`src/rtl/notes_sequencer_if.sv`:
```
// Control, pattern-write and buzzer signals of the melody sequencer.
// The bench drives through master; the sequencer uses slave.
interface notes_sequencer_if;
    logic       start;
    logic       stop;
    logic       loop;
    logic [2:0] seq_len;
    logic       wr_en;
    logic [2:0] wr_addr;
    logic [5:0] wr_data;
    logic [7:0] buzzer;
    logic       busy;
    logic [2:0] step_idx;
    logic       done;

    modport master (
        output start, stop, loop, seq_len, wr_en, wr_addr, wr_data,
        input  buzzer, busy, step_idx, done
    );

    modport slave (
        input  start, stop, loop, seq_len, wr_en, wr_addr, wr_data,
        output buzzer, busy, step_idx, done
    );
endinterface

```
`src/rtl/notes_sequencer.sv`:
```
// Programmable 8-step melody sequencer driving a one-hot bank of eight buzzers.
// Each step plays one note or a rest for (d+1) beats, followed by a one-cycle gap.
module notes_sequencer #(
    parameter int unsigned TICKS_PER_BEAT = 4
) (
    input logic              clk,
    input logic              reset,
    notes_sequencer_if.slave bus
);
    localparam int unsigned CntW = 10;

    typedef enum logic [1:0] {StIdle, StPlay, StGap} state_e;

    state_e              state_q, state_d;
    logic [5:0]          mem_q [8];
    logic [5:0]          cur_q, cur_d;
    logic [CntW-1:0]     cnt_q, cnt_d;
    logic [2:0]          step_q, step_d;
    logic [7:0]          buzzer_q, buzzer_d;
    logic                busy_q, busy_d;
    logic                done_q, done_d;
    logic                enter;
    logic [2:0]          next_step;

    function automatic logic [CntW-1:0] step_ticks(input logic [1:0] d);
        return CntW'((int'(d) + 1) * TICKS_PER_BEAT - 1);
    endfunction

    always_ff @(posedge clk or posedge reset) begin
        if (reset) begin
            for (int i = 0; i < 8; i++) mem_q[i] <= '0;
        end else if (bus.wr_en) begin
            mem_q[bus.wr_addr] <= bus.wr_data;
        end
    end

    always_ff @(posedge clk or posedge reset) begin
        if (reset) begin
            state_q  <= StIdle;
            cur_q    <= '0;
            cnt_q    <= '0;
            step_q   <= '0;
            buzzer_q <= '0;
            busy_q   <= 1'b0;
            done_q   <= 1'b0;
        end else begin
            state_q  <= state_d;
            cur_q    <= cur_d;
            cnt_q    <= cnt_d;
            step_q   <= step_d;
            buzzer_q <= buzzer_d;
            busy_q   <= busy_d;
            done_q   <= done_d;
        end
    end

    always_comb begin
        state_d   = state_q;
        cur_d     = cur_q;
        cnt_d     = cnt_q;
        step_d    = step_q;
        done_d    = 1'b0;
        enter     = 1'b0;
        next_step = step_q;

        unique case (state_q)
            StIdle: begin
                if (bus.start) begin
                    enter     = 1'b1;
                    next_step = 3'd0;
                end
            end
            StPlay: begin
                if (cnt_q == '0) state_d = StGap;
                else             cnt_d   = cnt_q - 1'b1;
            end
            StGap: begin
                if (step_q != bus.seq_len) begin
                    enter     = 1'b1;
                    next_step = step_q + 3'd1;
                end else if (bus.loop) begin
                    enter     = 1'b1;
                    next_step = 3'd0;
                end else begin
                    state_d = StIdle;
                    done_d  = 1'b1;
                end
            end
            default: state_d = StIdle;
        endcase

        // The entry is latched on step entry so later writes cannot disturb the note in progress.
        if (enter) begin
            state_d = StPlay;
            step_d  = next_step;
            cur_d   = mem_q[next_step];
            cnt_d   = step_ticks(mem_q[next_step][4:3]);
        end

        if (bus.stop) begin
            state_d = StIdle;
            step_d  = 3'd0;
            done_d  = 1'b0;
        end

        // Outputs are registered from next-state values so they track the state without lag.
        buzzer_d = '0;
        if (state_d == StPlay && !cur_d[5]) buzzer_d = 8'b1 << cur_d[2:0];
        busy_d = (state_d != StIdle);
    end

    assign bus.buzzer   = buzzer_q;
    assign bus.busy     = busy_q;
    assign bus.step_idx = step_q;
    assign bus.done     = done_q;
endmodule

```
`src/flat_wrapper.sv`:
```
// flat-port wrapper written by rule: the top's interface ports become plain ports
module notes_sequencer_flat 
#(
    parameter int unsigned TICKS_PER_BEAT = 4
)
  (clk, reset, bus_start, bus_stop, bus_loop, bus_seq_len, bus_wr_en, bus_wr_addr, bus_wr_data, bus_buzzer, bus_busy, bus_step_idx, bus_done);
  notes_sequencer_if bus_i ();
  input logic clk;
  input logic reset;
  input wire logic [$bits(bus_i.start)-1:0] bus_start;
  input wire logic [$bits(bus_i.stop)-1:0] bus_stop;
  input wire logic [$bits(bus_i.loop)-1:0] bus_loop;
  input wire logic [$bits(bus_i.seq_len)-1:0] bus_seq_len;
  input wire logic [$bits(bus_i.wr_en)-1:0] bus_wr_en;
  input wire logic [$bits(bus_i.wr_addr)-1:0] bus_wr_addr;
  input wire logic [$bits(bus_i.wr_data)-1:0] bus_wr_data;
  output wire logic [$bits(bus_i.buzzer)-1:0] bus_buzzer;
  output wire logic [$bits(bus_i.busy)-1:0] bus_busy;
  output wire logic [$bits(bus_i.step_idx)-1:0] bus_step_idx;
  output wire logic [$bits(bus_i.done)-1:0] bus_done;
  assign bus_i.start = bus_start;
  assign bus_i.stop = bus_stop;
  assign bus_i.loop = bus_loop;
  assign bus_i.seq_len = bus_seq_len;
  assign bus_i.wr_en = bus_wr_en;
  assign bus_i.wr_addr = bus_wr_addr;
  assign bus_i.wr_data = bus_wr_data;
  assign bus_buzzer = bus_i.buzzer;
  assign bus_busy = bus_i.busy;
  assign bus_step_idx = bus_i.step_idx;
  assign bus_done = bus_i.done;
  notes_sequencer #(.TICKS_PER_BEAT(TICKS_PER_BEAT)) u_core (.clk(clk), .reset(reset), .bus(bus_i));
endmodule
```
`config.mk`:
```
export PLATFORM = sky130hd
export DESIGN_NAME = notes_sequencer_flat
export DESIGN_NICKNAME = d
export VERILOG_FILES = /design/src/rtl/notes_sequencer_if.sv /design/src/rtl/notes_sequencer.sv /design/src/flat_wrapper.sv
export SDC_FILE = /design/constraint.sdc
export NUM_CORES = 1
export LEC_CHECK = 0
export ABC_AREA = 1
export CORE_ASPECT_RATIO = 0.9
export CORE_MARGIN = 3
export CORE_UTILIZATION = 58
export CTS_CLUSTER_DIAMETER = 40
export DETAILED_ROUTE_END_ITERATION = 10
export PLACE_DENSITY = 0.81
export SLEW_MARGIN = 0
export SYNTH_ARGS = -nofsm -noshare
export SYNTH_HDL_FRONTEND = slang
export SYNTH_SLANG_ARGS = --single-unit
```
`constraint.sdc`:
```
create_clock -name clk -period 2.9 [get_ports clk]
set_clock_uncertainty 0.2 [all_clocks]
set_input_delay 0.435 -clock clk [delete_from_list [all_inputs] [get_ports clk]]
set_output_delay 0.435 -clock clk [all_outputs]
set_load 0.02 [all_outputs]
```
==> impl_metrics.toml <==
[status]
status = "completed"

[worst_setup_path]
crit_top_cell = "nand2_4"
r2r-start = "u_core.cnt_q[0]"
crit_fanout = 15
criticalPathCategory = "in -> reg"
reg2reg_depth = 10
cp_cell_sequence = "clkdlybuf4s50_1 > xnor2_2 > nand4_2 > nand2_2 > nand2_4 > o21ai_4 > inv_4 > nand3_1 > nand3_2 > nand2_4 > nor2_8 > nand2_4 > nor2_1"
critPathLaunchType = "input pin"
path_buf_inv = 2
critPathSlowestCell = "clkdlybuf4s50_1"
cp_top_family = "simple AND/OR/NAND/NOR gates"
regToRegSetupSlack_ns = 0.60
crit_path_max_incr_delay_ns = 0.45
worstPathRequired_ns = 2.95
worstSetupEndpointType = "flop"
r2r_end = "u_core.bus.busy"
worstPathArrival_ns = 2.39

[grt]
globalRouteOverflowTotal = 0
grt_max_degree = 78
grt_pass1_vias = 3092
grt_util_all_layers_pct = 23.05
grt_pass1_wl_um = 14170
antenna_found_initial = 0

[detailed_routing]
wl_per_cell_um = 13.59
viasPerCell = 5.318
firstDrtPassIters = 5
via_count = 3127
drc = 0
initialDrtViolationCount = 200
drtAntennaViolNets = 0
drt_wl_total_um = 7988

[cts]
cts_tree = "yes"
cts_sinks = 77
cts_hold_buf = 0
clockBufferDepth = 2
h-tree-depth = 3
cts_setup_buffers = 0
clk_latency_ns = 0.36
cts_resized = 0
clock_tree.root_cell = "clkbuf_8"
path_clk_slew_ns = 0.08
cts-buffers-inserted = 9

[timing]
fin_crit_sh_pct = 80.71
max_freq_mhz = 427.2
tightest_slew_ns = 0.4431
post-route-min-period_ns = 2.341
timing.max_slew.rel_slack_pct = 70.38
finalSetupViolations = 0
setup_tns_ns = 0
finalHoldViolCount = 0
rsz0062_at_grt = "false"
report.final.slew_viol_count = 0

[floorplanning]
pin_count = 31
initial_utilization_pct = 61.15
die_h_um = 83.22
die_w_um = 91.80
core_area_sq_um = 6284
rows = 27
die_area_sq_um = 7639

[cells_and_area]
layout_common_cells = "nand2_1 (122), dfrtp_1 (77), inv_1 (53), o21ai_0 (51), nand3_1 (33)"
fin_area_sq_um = 4413
area_growth_pct = 14.85
mostFrequentLayoutCell = "nand2_1"
final_layout_size_suffix_gt1_share_pct = 13.77
num-fill-cells = 520
diodes = 0
nets = 516

[logic_synthesis]
synth_edf_count = 0
async_flop_share_pct = 100.0
ys_warn_count = 0
synth_top_area_share_pct = 50.15
ys_types = 34
yosys-top-cells-area = "dfrtp_1 (50%), nand2_1 (12%), o21ai_0 (6.6%)"
synth-seq-cells = 77
yosys.area.top_type = "dfrtp_1"
syn_inst = 465
netlist_area_sq_um = 3842
syn_nets = 485
synth-seq-area-share_pct = 50.15
postSynthAreaPerCell_sq_um = 8.263
synth_ff_type = "dfrtp_1"

[job]
drv_cap = 0

[power_and_ir_drop]
ir_worst_vdd_mv = 0.3836
cellPowerDensity_nw_per_um2 = 628.2
leakage_uw = 0.002160

[placement]
dpl_cell_area_sq_um = 4215
hpwl_um = 5764
place.gp.congestion = 0.9039
io_buffers = 30

[hold_path]
hold_path_class = "in -> async"
## Yosys cell counts, types with 2 or more instances
| library cell | n |
|---|---|
| nand2_4 | 4 |
| clkbuf_1 | 9 |
| o21ai_0 | 51 |
| inv_4 | 2 |
| buf_6 | 4 |
| buf_4 | 3 |
| nand3_2 | 11 |
| dfrtp_1 | 77 |
| nand2_2 | 10 |
| a31oi_1 | 3 |
| a21oi_1 | 9 |
| ha_1 | 2 |
| inv_1 | 54 |
| nand3_1 | 33 |
| buf_2 | 3 |
| inv_2 | 7 |
| or2_2 | 2 |
| nor3_1 | 3 |
| nand2_1 | 122 |
| nand4_1 | 14 |
| nor2_1 | 29 |
## through the flow
step / total power [uW] / util, % / instances / setup slack (ns) / hold slack, ns
after detailed placement: 1972 / 67.08 / 572 / 0.1671 / 0.2740
after global routing: 2943 / 70.23 / 588 / 0.3670 / 0.3090
after global placement: 1945 / 67.08 / 572 / 0.2438 / 0.2686
final: 2772 / 70.23 / 588 / 0.5593 / 0.2733
after floorplan: 1803 / - / 465 / 0.2983 / 0.2530
after CTS: 2793 / 70.23 / 588 / 0.5625 / 0.2791
## per-layer routing
layer / wire [um] / GRT usage (%) / share of wire [%]
met1: 3537 / 31.10 / 44
met2: 3845 / 36.63 / 48
met3: 532 / 6.159 / 6.7
met4: 72 / 6.883 / 0.90
met5: 0 / 0 / 0
## state kept, by name, summed over array words and instances (netlist names)
name,flops
u_core.state_q,2
u_core.mem_q,48
u_core.bus.busy,1
u_core.bus.done,1
u_core.bus.step_idx,3
u_core.cur_q,4
u_core.cnt_q,10
u_core.bus.buzzer,8
## how the worst max path moves through the flow
stage / startpoint / end / slack (ns) / depth (start not counted)
floorplan: reset / u_core.bus.busy / 0.30 / 1
global placement: bus_seq_len[1] / u_core.bus.buzzer[0] / 0.24 / 14
detailed placement: bus_seq_len[1] / u_core.bus.buzzer[6] / 0.17 / 13
CTS: bus_seq_len[1] / u_core.bus.buzzer[5] / 0.56 / 14
global route: u_core.bus.step_idx[0] / u_core.bus.buzzer[2] / 0.37 / 14
finish: bus_seq_len[1] / u_core.bus.buzzer[6] / 0.56 / 13
## logic make-up (layout without fill, tap and decap cells)
kind of cell    Yosys count  in the layout  synth area share [%]
compound gates           67             67                 9.410
xor+xnor                  3              3                0.8794
fa+ha+maj                 2              2                0.6511
buf+inv                  82            118                 9.313
flops                    77             77                 50.15
simple gates            234            234                 29.60
## worst register-to-register path, delay by kind of cell, from the launching register on
kind | cells | cell delay [ns]
adder cells (fa/ha/maj) | 1 | 0.22
flip-flops | 1 | 0.37
buffers and inverters | 3 | 0.34
AO/OA/AOI/OAI | 1 | 0.26
AND/OR/NAND/NOR | 5 | 0.80
## where the power goes
part           internal [uW]  total [uW]  switching [uW]
registers               1260        1370             109
clock network            403         813             410
logic                    228         588             360
total                   1890        2770             879
## final cells by class
cell class | instances | area, sq um | area share [%]
timing repair buffer | 39 | 380.4 | 8.619
clock inverter | 6 | 70.07 | 1.588
clock buffer | 10 | 127.6 | 2.892
inverter | 63 | 241.5 | 5.472
multi-input combinational | 306 | 1558 | 35.30
tap | 87 | 108.9 | 2.467
sequential | 77 | 1927 | 43.66
Note: power is estimated with default switching activity, not from simulation.
